--- config.mk ---
export PLATFORM = sky130hd
export DESIGN_NAME = hazard_scoreboard_flat
export DESIGN_NICKNAME = d
export VERILOG_FILES = /design/src/rtl/hazard_scoreboard_if.sv /design/src/rtl/hazard_scoreboard.sv /design/src/flat_wrapper.sv
export SDC_FILE = /design/constraint.sdc
export NUM_CORES = 1
export LEC_CHECK = 0
export ABC_CLOCK_PERIOD_IN_PS = 1700
export CAP_MARGIN = 0
export CORE_ASPECT_RATIO = 0.75
export CORE_UTILIZATION = 45
export DETAILED_ROUTE_END_ITERATION = 12
export PLACE_DENSITY_LB_ADDON = 0.08
export SLEW_MARGIN = 25
export SYNTH_ARGS = -nofsm -noshare
export SYNTH_HDL_FRONTEND = slang
export SYNTH_SLANG_ARGS = --single-unit
--- constraint.sdc ---
create_clock -name clk -period 1.7 [get_ports clk]
set_input_delay 0.17 -clock clk [delete_from_list [all_inputs] [get_ports clk]]
set_output_delay 0.17 -clock clk [all_outputs]
set_load 0.03 [all_outputs]
--- src/rtl/hazard_scoreboard_if.sv ---
// Hazard scoreboard bundle: D-stage register fields and branch resolve in, stall/flush/forward controls out.
// Pipeline side is master, scoreboard is slave; all controls are combinational in the same cycle.
interface hazard_scoreboard_if #(
   parameter int REG_ADDR_WIDTH = 5
);
   logic [REG_ADDR_WIDTH-1:0] Rs1D;
   logic [REG_ADDR_WIDTH-1:0] Rs2D;
   logic [REG_ADDR_WIDTH-1:0] RdD;
   logic                      RegWriteD;
   logic                      LoadD;
   logic                      MultiCycleD;
   logic                      PCSrcE;
   logic                      StallF;
   logic                      StallD;
   logic                      StallE;
   logic                      FlushD;
   logic                      FlushE;
   logic                      FlushM;
   logic [1:0]                ForwardAE;
   logic [1:0]                ForwardBE;

   modport master (
      output Rs1D, Rs2D, RdD, RegWriteD, LoadD, MultiCycleD, PCSrcE,
      input  StallF, StallD, StallE, FlushD, FlushE, FlushM, ForwardAE, ForwardBE
   );

   modport slave (
      input  Rs1D, Rs2D, RdD, RegWriteD, LoadD, MultiCycleD, PCSrcE,
      output StallF, StallD, StallE, FlushD, FlushE, FlushM, ForwardAE, ForwardBE
   );
endinterface

--- src/rtl/hazard_scoreboard.sv ---
// RV32I hazard/forwarding controller: shadow E/M/W register tracking, load-use and RAW stalls,
// branch flushes and a multi-cycle E-unit hold; all controls combinational, zero while in or just out of reset.
module hazard_scoreboard #(
   parameter int REG_ADDR_WIDTH = 5,
   parameter int FWD_EN         = 1,
   parameter int MC_LATENCY     = 4,
   parameter int CNT_WIDTH      = 4
) (
   input logic               clk,
   input logic               rst,
   hazard_scoreboard_if.slave hz
);
   typedef struct packed {
      logic [REG_ADDR_WIDTH-1:0] rs1;
      logic [REG_ADDR_WIDTH-1:0] rs2;
      logic [REG_ADDR_WIDTH-1:0] rd;
      logic                      reg_write;
      logic                      load;
      logic                      multi_cycle;
   } stage_t;

   typedef struct packed {
      logic [REG_ADDR_WIDTH-1:0] rd;
      logic                      reg_write;
   } wb_t;

   typedef enum logic {IDLE = 1'b0, BUSY = 1'b1} state_t;

   stage_t               d_info, e_q;
   wb_t                  m_q, w_q;
   state_t               state_q, state_d;
   logic [CNT_WIDTH-1:0] cnt_q, cnt_d;
   logic                 init_q;
   logic                 mc_stall, raw_e, raw_m, load_use, hazard;
   logic                 stall_f, stall_d, stall_e, flush_d, flush_e, flush_m;
   logic [1:0]           fwd_a, fwd_b;

   function automatic logic [1:0] fwd_sel(input logic [REG_ADDR_WIDTH-1:0] rs, input wb_t m, input wb_t w);
      if (m.reg_write && m.rd != '0 && m.rd == rs) return 2'b10;
      else if (w.reg_write && w.rd != '0 && w.rd == rs) return 2'b01;
      else return 2'b00;
   endfunction

   assign d_info = '{rs1: hz.Rs1D, rs2: hz.Rs2D, rd: hz.RdD, reg_write: hz.RegWriteD,
                     load: hz.LoadD, multi_cycle: hz.MultiCycleD};

   // Masks every control for the partial cycle after reset release.
   always_ff @(posedge clk or posedge rst) begin
      if (rst) init_q <= 1'b1;
      else     init_q <= 1'b0;
   end

   always_ff @(posedge clk or posedge rst) begin
      if (rst) begin
         e_q <= '0;
         m_q <= '0;
         w_q <= '0;
      end else begin
         if (!stall_e) e_q <= flush_e ? '0 : d_info;
         m_q <= flush_m ? '0 : '{rd: e_q.rd, reg_write: e_q.reg_write};
         w_q <= m_q;
      end
   end

   always_ff @(posedge clk or posedge rst) begin
      if (rst) begin
         state_q <= IDLE;
         cnt_q   <= '0;
      end else begin
         state_q <= state_d;
         cnt_q   <= cnt_d;
      end
   end

   always_comb begin
      state_d = state_q;
      cnt_d   = cnt_q;
      case (state_q)
         IDLE: if (e_q.multi_cycle) begin
            state_d = BUSY;
            cnt_d   = CNT_WIDTH'(MC_LATENCY - 1);
         end
         BUSY: begin
            cnt_d = cnt_q - 1'b1;
            if (cnt_q == CNT_WIDTH'(1)) state_d = IDLE;
         end
         default: state_d = IDLE;
      endcase
   end

   // The op's first E cycle is held from IDLE; the counter==1 cycle releases it so E lasts MC_LATENCY cycles.
   assign mc_stall = (state_q == IDLE && e_q.multi_cycle) || (state_q == BUSY && cnt_q != CNT_WIDTH'(1));

   assign raw_e    = e_q.reg_write && e_q.rd != '0 && (e_q.rd == hz.Rs1D || e_q.rd == hz.Rs2D);
   assign raw_m    = m_q.reg_write && m_q.rd != '0 && (m_q.rd == hz.Rs1D || m_q.rd == hz.Rs2D);
   assign load_use = e_q.load && e_q.rd != '0 && (e_q.rd == hz.Rs1D || e_q.rd == hz.Rs2D);
   assign hazard   = (FWD_EN != 0) ? load_use : (raw_e || raw_m);

   always_comb begin
      stall_f = 1'b0;
      stall_d = 1'b0;
      stall_e = 1'b0;
      flush_d = 1'b0;
      flush_e = 1'b0;
      flush_m = 1'b0;
      fwd_a   = 2'b00;
      fwd_b   = 2'b00;
      if (!init_q) begin
         if (FWD_EN != 0) begin
            fwd_a = fwd_sel(e_q.rs1, m_q, w_q);
            fwd_b = fwd_sel(e_q.rs2, m_q, w_q);
         end
         if (mc_stall) begin
            stall_f = 1'b1;
            stall_d = 1'b1;
            stall_e = 1'b1;
            flush_m = 1'b1;
         end else if (hz.PCSrcE) begin
            flush_d = 1'b1;
            flush_e = 1'b1;
         end else if (hazard) begin
            stall_f = 1'b1;
            stall_d = 1'b1;
            flush_e = 1'b1;
         end
      end
   end

   assign hz.StallF    = stall_f;
   assign hz.StallD    = stall_d;
   assign hz.StallE    = stall_e;
   assign hz.FlushD    = flush_d;
   assign hz.FlushE    = flush_e;
   assign hz.FlushM    = flush_m;
   assign hz.ForwardAE = fwd_a;
   assign hz.ForwardBE = fwd_b;
endmodule

--- src/flat_wrapper.sv ---
// flat-port wrapper written by rule: the top's interface ports become plain ports
module hazard_scoreboard_flat 
#(
   parameter int REG_ADDR_WIDTH = 5,
   parameter int FWD_EN         = 1,
   parameter int MC_LATENCY     = 4,
   parameter int CNT_WIDTH      = 4
)
  (clk, rst, hz_Rs1D, hz_Rs2D, hz_RdD, hz_RegWriteD, hz_LoadD, hz_MultiCycleD, hz_PCSrcE, hz_StallF, hz_StallD, hz_StallE, hz_FlushD, hz_FlushE, hz_FlushM, hz_ForwardAE, hz_ForwardBE);
  hazard_scoreboard_if #(.REG_ADDR_WIDTH(REG_ADDR_WIDTH)) hz_i ();
  input logic clk;
  input logic rst;
  input wire logic [$bits(hz_i.Rs1D)-1:0] hz_Rs1D;
  input wire logic [$bits(hz_i.Rs2D)-1:0] hz_Rs2D;
  input wire logic [$bits(hz_i.RdD)-1:0] hz_RdD;
  input wire logic [$bits(hz_i.RegWriteD)-1:0] hz_RegWriteD;
  input wire logic [$bits(hz_i.LoadD)-1:0] hz_LoadD;
  input wire logic [$bits(hz_i.MultiCycleD)-1:0] hz_MultiCycleD;
  input wire logic [$bits(hz_i.PCSrcE)-1:0] hz_PCSrcE;
  output wire logic [$bits(hz_i.StallF)-1:0] hz_StallF;
  output wire logic [$bits(hz_i.StallD)-1:0] hz_StallD;
  output wire logic [$bits(hz_i.StallE)-1:0] hz_StallE;
  output wire logic [$bits(hz_i.FlushD)-1:0] hz_FlushD;
  output wire logic [$bits(hz_i.FlushE)-1:0] hz_FlushE;
  output wire logic [$bits(hz_i.FlushM)-1:0] hz_FlushM;
  output wire logic [$bits(hz_i.ForwardAE)-1:0] hz_ForwardAE;
  output wire logic [$bits(hz_i.ForwardBE)-1:0] hz_ForwardBE;
  assign hz_i.Rs1D = hz_Rs1D;
  assign hz_i.Rs2D = hz_Rs2D;
  assign hz_i.RdD = hz_RdD;
  assign hz_i.RegWriteD = hz_RegWriteD;
  assign hz_i.LoadD = hz_LoadD;
  assign hz_i.MultiCycleD = hz_MultiCycleD;
  assign hz_i.PCSrcE = hz_PCSrcE;
  assign hz_StallF = hz_i.StallF;
  assign hz_StallD = hz_i.StallD;
  assign hz_StallE = hz_i.StallE;
  assign hz_FlushD = hz_i.FlushD;
  assign hz_FlushE = hz_i.FlushE;
  assign hz_FlushM = hz_i.FlushM;
  assign hz_ForwardAE = hz_i.ForwardAE;
  assign hz_ForwardBE = hz_i.ForwardBE;
  hazard_scoreboard #(.REG_ADDR_WIDTH(REG_ADDR_WIDTH), .FWD_EN(FWD_EN), .MC_LATENCY(MC_LATENCY), .CNT_WIDTH(CNT_WIDTH)) u_core (.clk(clk), .rst(rst), .hz(hz_i));
endmodule
**Yosys cells after proc, flatten, opt, wreduce, memory -nomap -nowiden**

Cells that the tools add are included.

- Register bits after elaboration: 36
- Latch bits: 0
- Memory bits (writable): 0
- ROM bits: 0
- Bits of input ports: 21
- Output and inout bits: 10
- Word-level logic and storage cells: 64
- Memories kept: 0

- Add/subtract/negate cells: 1
- Multipliers: 0
- Div/mod/pow operators: 0
- $lt $le $gt $ge: 0
- Equal/unequal tests: 9
- Shift operators: 0
- Multiplexer cells: 25
- Bitwise logic cells: 1
- Reduce and logical (&&, ||, !) cells: 15

Operator list:

| kind | number |
|---|---|
| 5-bit == test | 6 |
| 18-bit 2-to-1 mux | 1 |
| 1-bit 2-to-1 mux | 16 |
| 5-bit nonzero test | 3 |
| 1-bit logical AND | 10 |
| 2-bit 2-to-1 mux | 4 |
| 4-bit one-hot mux with 2 select lines | 1 |
| 6-bit 2-to-1 mux | 1 |
| 4-bit by 1-bit == test with 1-bit output, second input constant | 1 |
| 4-bit 2-to-1 mux | 1 |
| 4-bit by 1-bit inequality test with 1-bit output, second input constant | 1 |
| 4-bit by 1-bit subtractor with 4-bit output, second input constant | 1 |
| 1-bit logical OR | 2 |
| 2-bit by 1-bit inequality test with 1-bit output, second input constant | 1 |
| 1-bit one-hot mux with 2 select lines | 1 |
| 1-bit inverter | 1 |

**Logic depth before layout (Yosys ltp)**

- Word-level depth: 8
- Mapped depth: 8
- Gate-level depth less buffers: 6

**Worst setup path after synthesis**

OpenSTA, ideal clock, no wires.

- Path type: reg-to-output
- Start point: register u_core.m_q[1] (netlist name)
- End point: output port hz_ForwardAE[0]
- Arrival time: 1.861 ns
- Data required time: 1.530 ns
- Setup slack: -0.331 ns
- Cell stages (with the launch flop): 5
- Buffers on the path: 0
- Path through: dfrtp_1 > or4_1 > o21ai_2 > nor3_1 > nor4_2

- Word-level cells in the longest chain between the ends: 5
- Elaborated cells between the ends (all ways): 6
- Those cells by class: eq/ne (1); mux (2); reduce/logical (3)

Ends and longest elaborated chain:

| what | line | RTL |
|---|---|---|
| start: declaration | hazard_scoreboard.sv:30 | `wb_t m_q, w_q;` |
| start signal: assignment | hazard_scoreboard.sv:60 | `m_q <= flush_m ? '0 : '{rd: e_q.rd, reg_write: e_q.reg_write};` |
| 5-bit nonzero test | n/a |  |
| 1-bit logical AND | n/a |  |
| 1-bit logical AND * | hazard_scoreboard.sv:39 | `if (m.reg_write && m.rd != '0 && m.rd == rs) return 2'b10;` |
| 2-bit 2-to-1 mux * | hazard_scoreboard.sv:39 |  |
| 2-bit 2-to-1 mux * | hazard_scoreboard.sv:108 | `if (!init_q) begin` |
| end: declaration | flat_wrapper.sv:26 | `output wire logic [$bits(hz_i.ForwardAE)-1:0] hz_ForwardAE;` |

Every way passes the cells marked *; elsewhere a longest branch is shown, timed or not.

**Worst setup path in the final report**

- Start point: register u_core.m_q[4] (netlist name)
- End point: output port hz_ForwardAE[0]

Same word-level chain as after synthesis.

==> results.sh <==
export IMPL_cp_data_arrival_time_ns=1.89
export IMPL_initial_core_util_pct=47.3
export IMPL_use_met3_pct=5.27
export IMPL_root_buffer="clkbuf_8"
export IMPL_post_drt_wl_per_cell_microns=14.6
export IMPL_post_route_period_util_pct=121
export IMPL_synthTopCellsByArea="dfrtp_1 45%, xor2_1 10%, a22oi_1 7.8%, o21ai_2 5.9%, xnor2_1 4.5%"
export IMPL_rows=20
export IMPL_port_buffers=30
export IMPL_setup_viol=8
export IMPL_crit_fanout=4
export IMPL_nFillCells=297
export IMPL_grt_pass1_wl_microns=7820
export IMPL_grt_max_degree=37
export IMPL_drc_errors=0
export IMPL_drtPass1Iterations=4
export IMPL_clock_latency_ns=0.29
export IMPL_area_growth_pct=53.6
export IMPL_cp_data_required_time_ns=1.53
export IMPL_irDropWorstVdd_uv=859
export IMPL_slowest_delay_ns=0.56
export IMPL_drive_gt1_share_pct=41.5
export IMPL_track_usage_pct=23.0
export IMPL_finalNetCount=294
export IMPL_yosys_area_top_type_share_pct=45.4
export IMPL_async_flop_share_pct=100
export IMPL_dr_total_vias=1633
export IMPL_power_density_nw_per_um2=1470
export IMPL_antenna_found_initial=0
export IMPL_synth_top_cell_by_area="dfrtp_1"
export IMPL_synth_area_per_cell_sq_um=10.3
export IMPL_setup_worst_path_class="flip-flop to output port"
export IMPL_drtAntennaViolNets=0
export IMPL_syn_inst=188
export IMPL_met2_usage_pct=41.3
export IMPL_synth_nets=211
export IMPL_fp_dieW_microns=77.6
export IMPL_hold_viol_final=0
export IMPL_cts_tree="yes"
export IMPL_ys_warn_count=0
export IMPL_endpoint_kind="output port"
export IMPL_cts_buffers=5
export IMPL_clk_pin_slew_ns=0.08
export IMPL_hp_class="input port to asynchronous set/reset pin"
export IMPL_slew_viol_final=0
export IMPL_yosysMostFrequentCell="dfrtp_1"
export IMPL_drt_iter0_markers=68
export IMPL_skew_ns=0.00786
export IMPL_worstPathCellList="or4_4 -> o21ai_4 -> buf_6 -> nor3_2 -> nor4_4 -> buf_6"
export IMPL_gp_congestion=0.784
export IMPL_grt_remaining_overflow=0
export IMPL_cpMostUsedCell="buf_6"
export IMPL_use_met1_pct=28.7
export IMPL_grt_pass1_vias=1712
export IMPL_fmax_mhz=485
export IMPL_leakage_nw=1.39
export IMPL_ys_seq_area_share_pct=46.8
export IMPL_synth_seq_cells=36
export IMPL_num_antenna_cells=0
export IMPL_synth_area_sq_um=1930
export IMPL_dpl_hpwl_microns=3280
export IMPL_grt_busiest_layer="met2"
export IMPL_core_sq_um=4080
export IMPL_maxCapViolCount=0
export IMPL_final_core_util_pct=72.6
export IMPL_ys_types=29
export IMPL_synthTopCellsByCount="35 x dfrtp_1, 22 x xor2_1, 21 x inv_1"
export IMPL_crit_slowest_cell="or4_4"
export IMPL_die_h_microns=58.7
export IMPL_io_pins=31
export IMPL_cp_start_kind="flip-flop"
export IMPL_viasPerCell=4.99
export IMPL_synth_ff_type="dfrtp_1"
export IMPL_drt_total_wl_microns=4770
export IMPL_h_tree_depth=2
export IMPL_worst_slack_ns=-0.360
export IMPL_cts_sinks=36
export IMPL_grt_setup_unrepaired="yes"
export IMPL_die_area_sq_um=4550
export IMPL_finalCriticalPeriod_ns=2.06
export IMPL_path_delay_family="simple AND/OR/NAND/NOR gates"
export IMPL_hold_ws_ns=0.286
export IMPL_status="finished with violations"
export IMPL_path_buf_inv=2
export IMPL_ctsHoldBuffers=0
export IMPL_synth_edf_count=0
export IMPL_clk_path_buf_depth=2
export IMPL_violations="setup timing"
## path summary, 6_finish.rpt
kind	start	end	slack (ns)	depth (start not counted)
setup / recovery	u_core.m_q[4]$_DFF_PP0_	hz_ForwardAE[0]	-0.36	6
setup reg to reg	u_core.e_q[6]$_DFFE_PP0N_	u_core.e_q[16]$_DFFE_PP0N_	0.02	6
hold reg to reg	u_core.m_q[0]$_DFF_PP0_	u_core.w_q[0]$_DFF_PP0_	0.46	0
max in group asynchronous	rst	u_core.e_q[11]$_DFFE_PP0N_	1.06	3
hold / removal	rst	u_core.cnt_q[2]$_DFFE_PP0P_	0.29	3
min in group clk	hz_MultiCycleD	u_core.e_q[0]$_DFFE_PP0N_	0.46	3
## layer usage
metal	wire (microns)	part of all wire, %
met5	0	0
met4	10	0.21
met3	139	2.9
met2	2440	51
met1	2180	46
## cell type report
| cell class | instances | area (sq um) | share of cell area [%] |
|---|---|---|---|
| well taps | 55 | 68.8 | 2.32 |
| repair buffers | 85 | 787 | 26.6 |
| flip-flops and latches | 36 | 903 | 30.5 |
| multi-input cells | 122 | 1040 | 35.0 |
| clock inverters | 3 | 18.8 | 0.634 |
| inverters | 21 | 78.8 | 2.66 |
| clock buffers | 5 | 68.8 | 2.32 |
## power breakdown
group | switching (W) | internal, W | leakage (nW)
sequential | 0.000312 | 0.00115 | 0.441
clock | 0.000321 | 0.000286 | 0.0479
combinational | 0.00104 | 0.00124 | 0.899
## worst min-delay path, cell delays in order
cell and delay [ns]:
clkdlybuf4s50_1 0.39, inv_1 0.05, buf_4 0.40
## per-stage QoR
stage / instances / setup WS [ns] / TNS, ns / area (sq um) / power (W)
floorplan: 188 / -0.0538 / -0.260 / 1970 / 0.00251
global placement: 305 / -0.227 / -1.40 / 2590 / 0.00315
detailed placement: 305 / -0.270 / -2.04 / 2590 / 0.00322
CTS: 321 / -0.393 / -2.19 / 2820 / 0.00411
global route: 327 / -0.424 / -2.91 / 2960 / 0.00462
finish: 327 / -0.360 / -2.01 / 2960 / 0.00435
## layout by cell type, fill, tap and decap left out, types with 2 or more instances in the layout
master | synthesis | layout
nor4_1 | 2 | 2
inv_1 | 21 | 20
xor2_1 | 22 | 22
clkbuf_8 | 0 | 5
clkdlybuf4s50_1 | 0 | 20
nand3_1 | 2 | 2
nor3_2 | 0 | 2
nor2b_1 | 8 | 7
buf_6 | 1 | 13
or4_4 | 0 | 4
buf_12 | 0 | 2
nor3_1 | 6 | 4
buf_4 | 6 | 48
nand2_1 | 3 | 3
o21ai_1 | 1 | 3
nor2_1 | 8 | 4
dfrtp_1 | 35 | 34
nor4_4 | 0 | 2
xnor2_1 | 10 | 10
a22oi_1 | 20 | 19
o21ai_2 | 13 | 16
clkinv_2 | 0 | 2
nor2_2 | 0 | 3
o21ai_4 | 0 | 3
## repair_timing
action                                  in CTS  in global routing
cloned                                       0                  1
buffers inserted                             8                  5
pin swaps                                    6                  7
endpoints found under the setup margin      19                 28
resized for setup                           34                 29
## cells by family after synthesis
family	after synthesis	share of synthesized area [%]
other cells	1	0.194
xor+xnor	32	14.5
simple gates	39	11.7
flops	36	46.8
fa+ha+maj	2	1.30
compound gates	48	18.0
buf+inv	30	7.40
## sequential cells by signal, indices dropped and copies added (netlist names)
name            cells
u_core.w_q          6
u_core.m_q          6
u_core.init_q       1
u_core.state_q      1
u_core.cnt_q        4
u_core.e_q         18
Power figures use the tool's default switching activity.
